==> src/rtl/reco_pkg.sv <==
// reco_pkg: shared state enum, default widths and saturation limits for the reco datapath
package reco_pkg;
  localparam int BITWIDTH = 32;
  localparam int INPUT_BITWIDTH = 16;
  localparam int VEC_LEN = 8;
  typedef enum logic {ACC, HOLD} state_t;
  function automatic logic signed [63:0] sat_max(input int w);
    return (64'sd1 <<< (w - 1)) - 64'sd1;
  endfunction
  function automatic logic signed [63:0] sat_min(input int w);
    return -(64'sd1 <<< (w - 1));
  endfunction
endpackage

==> src/rtl/reco_dot_acc_if.sv <==
// reco_dot_acc_if: feature-pair input stream and result output stream
interface reco_dot_acc_if #(
  parameter int bitwidth = 32,
  parameter int inputBitwidth = 16
) ();
  logic [inputBitwidth-1:0] in_a;
  logic [inputBitwidth-1:0] in_b;
  logic in_valid;
  logic in_ready;
  logic [bitwidth-1:0] data_out;
  logic out_valid;
  logic out_ready;
  modport master (output in_a, in_b, in_valid, out_ready, input in_ready, data_out, out_valid);
  modport slave (input in_a, in_b, in_valid, out_ready, output in_ready, data_out, out_valid);
endinterface

==> src/rtl/reco_mac.sv <==
// reco_mac: signed multiply-add; saturating accumulate when RECO_SAT_EN is defined, wrapping otherwise
module reco_mac
  import reco_pkg::*;
#(
  parameter int bitwidth = BITWIDTH,
  parameter int inputBitwidth = INPUT_BITWIDTH
) (
  input  logic signed [inputBitwidth-1:0] a,
  input  logic signed [inputBitwidth-1:0] b,
  input  logic signed [bitwidth-1:0] acc_in,
  output logic signed [bitwidth-1:0] acc_out
);
  logic signed [2*inputBitwidth-1:0] prod;
  logic signed [bitwidth-1:0] term;
  assign prod = a * b;
  assign term = bitwidth'(prod);
`ifdef RECO_SAT_EN
  logic signed [bitwidth:0] sum;
  assign sum = acc_in + term;
  // differing top two bits of the one-bit-wider sum mean overflow
  assign acc_out = (sum[bitwidth] != sum[bitwidth-1]) ?
                   (sum[bitwidth] ? bitwidth'(sat_min(bitwidth)) : bitwidth'(sat_max(bitwidth))) :
                   sum[bitwidth-1:0];
`else
  assign acc_out = acc_in + term;
`endif
endmodule

==> src/rtl/reco_dot_acc.sv <==
// reco_dot_acc: streaming dot-product accumulator over vec_len feature pairs (RECO_SAT_EN selects saturation)
module reco_dot_acc
  import reco_pkg::*;
#(
  parameter int bitwidth = BITWIDTH,
  parameter int inputBitwidth = INPUT_BITWIDTH,
  parameter int vec_len = VEC_LEN
) (
  input logic clk,
  input logic rst,
  reco_dot_acc_if.slave bus
);
  localparam int cw = $clog2(vec_len);
  state_t state;
  logic signed [bitwidth-1:0] acc, acc_next;
  logic [cw-1:0] cnt;
  logic rdy, vld;
  logic [bitwidth-1:0] dout;
  reco_mac #(.bitwidth(bitwidth), .inputBitwidth(inputBitwidth)) u_mac (
    .a(bus.in_a),
    .b(bus.in_b),
    .acc_in(acc),
    .acc_out(acc_next)
  );
  assign bus.in_ready = rdy;
  assign bus.out_valid = vld;
  assign bus.data_out = dout;
  always_ff @(posedge clk) begin
    if (rst) begin
      state <= ACC;
      acc <= '0;
      cnt <= '0;
      dout <= '0;
      vld <= 1'b0;
      rdy <= 1'b1;
    end else if (state == ACC) begin
      if (bus.in_valid) begin
        acc <= acc_next;
        if (cnt == cw'(vec_len - 1)) begin
          state <= HOLD;
          cnt <= '0;
          dout <= acc_next;
          vld <= 1'b1;
          rdy <= 1'b0;
        end else begin
          cnt <= cnt + 1'b1;
        end
      end
    end else if (bus.out_ready) begin
      state <= ACC;
      acc <= '0;
      vld <= 1'b0;
      rdy <= 1'b1;
    end
  end
endmodule
==> src/flat_wrapper.sv <==
// flat-port wrapper written by rule: the top's interface ports become plain ports
module reco_dot_acc_flat import reco_pkg::*;
#(
  parameter int bitwidth = BITWIDTH,
  parameter int inputBitwidth = INPUT_BITWIDTH,
  parameter int vec_len = VEC_LEN
)
  (clk, rst, bus_in_a, bus_in_b, bus_in_valid, bus_out_ready, bus_in_ready, bus_data_out, bus_out_valid);
  reco_dot_acc_if #(.bitwidth(bitwidth), .inputBitwidth(inputBitwidth)) bus_i ();
  input logic clk;
  input logic rst;
  input wire logic [$bits(bus_i.in_a)-1:0] bus_in_a;
  input wire logic [$bits(bus_i.in_b)-1:0] bus_in_b;
  input wire logic [$bits(bus_i.in_valid)-1:0] bus_in_valid;
  input wire logic [$bits(bus_i.out_ready)-1:0] bus_out_ready;
  output wire logic [$bits(bus_i.in_ready)-1:0] bus_in_ready;
  output wire logic [$bits(bus_i.data_out)-1:0] bus_data_out;
  output wire logic [$bits(bus_i.out_valid)-1:0] bus_out_valid;
  assign bus_i.in_a = bus_in_a;
  assign bus_i.in_b = bus_in_b;
  assign bus_i.in_valid = bus_in_valid;
  assign bus_i.out_ready = bus_out_ready;
  assign bus_in_ready = bus_i.in_ready;
  assign bus_data_out = bus_i.data_out;
  assign bus_out_valid = bus_i.out_valid;
  reco_dot_acc #(.bitwidth(bitwidth), .inputBitwidth(inputBitwidth), .vec_len(vec_len)) u_core (.clk(clk), .rst(rst), .bus(bus_i));
endmodule
==> config.mk <==
export PLATFORM = sky130hd
export DESIGN_NAME = reco_dot_acc_flat
export DESIGN_NICKNAME = d
export VERILOG_FILES = /design/src/rtl/reco_pkg.sv /design/src/rtl/reco_dot_acc_if.sv /design/src/rtl/reco_mac.sv /design/src/rtl/reco_dot_acc.sv /design/src/flat_wrapper.sv
export SDC_FILE = /design/constraint.sdc
export NUM_CORES = 1
export LEC_CHECK = 0
export ABC_AREA = 1
export BUFFER_PORTS_ARGS = -buffer_cell sky130_fd_sc_hd__buf_2
export CAP_MARGIN = 30
export CORE_MARGIN = 10
export CORE_UTILIZATION = 60
export CTS_BUF_LIST = sky130_fd_sc_hd__clkbuf_4
export CTS_CLUSTER_DIAMETER = 150
export DETAILED_ROUTE_END_ITERATION = 10
export GPL_TIMING_DRIVEN = 0
export PLACE_DENSITY = 0.75
export REMOVE_ABC_BUFFERS = 1
export SYNTH_ARGS = -nofsm -noshare
export SYNTH_HDL_FRONTEND = slang
export SYNTH_HIERARCHICAL = 1
export SYNTH_SLANG_ARGS = --single-unit
==> constraint.sdc <==
create_clock -name clk -period 15.36 [get_ports clk]
set_input_delay 0.768 -clock clk [delete_from_list [all_inputs] [get_ports clk]]
set_output_delay 0.768 -clock clk [all_outputs]
set_load 0.05 [all_outputs]
==> impl_metrics.json <==
{
  "crit_top_cell": "inv_1",
  "arrival_ps": 6710,
  "post_dp_cell_area_mm2": 0.0150,
  "grt_max_degree": 45,
  "crit_path_start": "bus_in_a[15]",
  "cts-root-buf": "clkbuf_4",
  "wl_per_cell_um": 15.0,
  "synth_top_area_share_pct": 40.1,
  "cpPeakStageDelay_ps": 710,
  "first_global_vias": 12389,
  "grt-ovfl-total": 0,
  "reg2reg_to": "u_core/acc[20]",
  "viasPerCell": 5.07,
  "antenna_found_initial": 0,
  "r2r_start": "u_core/acc[15]",
  "cts_buffers": 9,
  "cts.repair.resized": 0,
  "synthTopCellsByArea": "fa_1 40%, inv_1 14%, nand2_1 12%, dfxtp_1 9.6%, ha_1 8.6%",
  "max_clock_freq_mhz": 158,
  "crit_slowest_cell": "fa_1",
  "diodes": 0,
  "clkTransAtPathRegs_ps": 120,
  "cts_setup_buffers": 0,
  "drc": 0,
  "fp.dieW_um": 176,
  "status": "finished, final reports clean",
  "start_util_pct": 61.5,
  "vias": 11376,
  "htreeDepth": 3,
  "crit_path_start_kind": "input pin",
  "yosysWarnings": 6,
  "n_fill_cell": 2185,
  "ant_nets": 0,
  "finalMaxSlewViolations": 0,
  "tightestPinTransition_ps": 968,
  "hold_class": "reg -> reg",
  "die-area_mm2": 0.0309,
  "min_period_ps": 6330,
  "crit_path_end": "u_core/bus.data_out[24]",
  "drive_above_1_share_pct": 6.80,
  "ys_types": 36,
  "die_h_um": 176,
  "num_rows": 56,
  "ys_seq_area_share_pct": 9.62,
  "ff2ff_setup_slack_ps": 10470,
  "setup_violations": 0,
  "drt-initial-drc-count": 771,
  "hold_violations": 0,
  "wl_um": 33700,
  "clock_latency_ps": 450,
  "areaGrowthSynthToFinish_pct": 4.00,
  "io_pins": 70,
  "syn_area_per_cell_um2": 7.59,
  "io_buffers": 69,
  "tritoncts": "built",
  "cts_buffer_depth": 2,
  "nNetsFinal": 2349,
  "cts.sinks": 70,
  "synth_seq_cells": 70,
  "syn_inst": 1920,
  "critPathMaxFanout": 16,
  "fin_crit_sh_pct": 41.2,
  "fin_area_mm2": 0.0152,
  "r2r_cells": 19,
  "dr.pass1.iters": 5,
  "synth_area_mm2": 0.0146,
  "grt_usage_pct": 23.2,
  "dp_hpwl_um": 28600,
  "core_area_mm2": 0.0237,
  "skew_ps": 23.4,
  "rsz0062_at_grt": "false",
  "path_class": "in -> reg",
  "grt_pass1_wl_um": 59200,
  "fin_tns_setup_ps": 0,
  "drv_cap": 0,
  "synth_top_cell_by_area": "fa_1",
  "min_from": "u_core/bus.out_valid",
  "gp_congestion": 0.927,
  "holdBufCountCts": 0,
  "cp-end-kind": "register",
  "required_ps": 15750,
  "relSlewSlack_pct": 35.1
}
## layer usage
metal	up-vias	GRT usage, %	part of all wire (%)
met4	0	5.30	1.6
li1	5455	-	-
met5	-	0	0
met3	43	3.17	4.9
met1	5612	30.0	44
met2	266	40.4	50
## logic make-up after synthesis
logic type | share of synthesized area [%]
AO/OA/AOI/OAI | 3.63
XOR/XNOR | 1.50
adder cells (fa/ha/maj) | 48.7
buffers and inverters | 16.6
flip-flops | 9.62
AND/OR/NAND/NOR | 20.0
## critical path: cells and delay by family
kind	cells	cell delay, ps
AOI/OAI and AO/OA	3	610
and+or+nand+nor	7	760
adders and majority gates	7	3650
buffers and inverters	8	920
## worst min path at each step
stage / endpoint / slack [ps] / cells past startpoint
global route: u_core/bus.data_out[14] / 510 / 2
detailed placement: u_core/bus.out_valid / 460 / 2
global placement: u_core/bus.out_valid / 450 / 2
finish: u_core/bus.out_valid / 470 / 2
CTS: u_core/bus.out_valid / 480 / 2
floorplan: u_core/acc[15] / 450 / 2
## stage by stage
step,worst slack [ps],utilization (%),hold WS [ps],instances
final,9030,64.0,473,2245
after global routing,8550,64.0,510,2245
after CTS,9060,64.0,477,2245
after detailed placement,8600,63.4,458,2229
after global placement,8620,63.2,452,2227
after floorplan,9490,-,454,1839
## Yosys cell counts
| master | n |
|---|---|
| nand4_1 | 7 |
| nor3_4 | 1 |
| fa_1 | 292 |
| a21oi_1 | 65 |
| nor3_2 | 2 |
| inv_2 | 2 |
| inv_1 | 546 |
| nor2_2 | 5 |
| nor2_4 | 2 |
| buf_2 | 9 |
| clkbuf_2 | 1 |
| dfxtp_1 | 70 |
| xor2_1 | 18 |
| nand2_1 | 466 |
| a21oi_2 | 2 |
| nor4_2 | 1 |
| nand3_1 | 63 |
| or2_2 | 4 |
| o21ai_1 | 4 |
| nand2_2 | 19 |
| nor2_1 | 126 |
| xnor2_1 | 7 |
| buf_6 | 3 |
| clkinv_1 | 1 |
| nand3_2 | 6 |
| o21a_1 | 1 |
| nand3b_1 | 1 |
| o21bai_4 | 1 |
| o21ai_0 | 16 |
| buf_4 | 4 |
| o21bai_1 | 4 |
| nor3_1 | 3 |
| a21o_1 | 4 |
| clkbuf_1 | 62 |
| buf_1 | 2 |
| ha_1 | 100 |
## sequential cells by signal, summed over array words and instances, names as in the netlist
| register | flops |
|---|---|
| u_core/state | 1 |
| u_core/bus.data_out | 32 |
| u_core/cnt | 3 |
| u_core/bus.out_valid | 1 |
| u_core/acc | 32 |
| u_core/bus.in_ready | 1 |
## final cells by class
cell class | count | area [um2] | share of cell area (%)
inverters | 549 | 2060 | 13.6
repair buffers | 71 | 393 | 2.59
multi-input cells | 1220 | 10800 | 71.0
clock inverters | 7 | 72.6 | 0.479
flip-flops and latches | 70 | 1400 | 9.25
clock buffers | 9 | 67.6 | 0.446
well taps | 319 | 399 | 2.63
## cells in the final DEF (no fill, tap or decap), types with 2 or more instances in the layout
cell / count
fa_1: 292
a21o_1: 4
inv_1: 546
nand2_1: 466
xor2_1: 18
ha_1: 100
xnor2_1: 7
nand2_2: 19
clkinv_1: 2
a21oi_2: 2
a21oi_1: 65
clkbuf_4: 9
o21ai_1: 4
nor3_2: 2
inv_2: 2
buf_2: 69
nand3_1: 63
inv_6: 2
dfxtp_1: 70
nor2_2: 4
nand3_2: 6
o21bai_1: 4
nor2_4: 3
or2_2: 4
nor2_1: 126
nand4_1: 7
nor3_1: 3
o21ai_0: 16
Power is left out: the tool's default activity adds up to more than one toggle a clock period on the data nets, which glitch-free logic cannot reach.
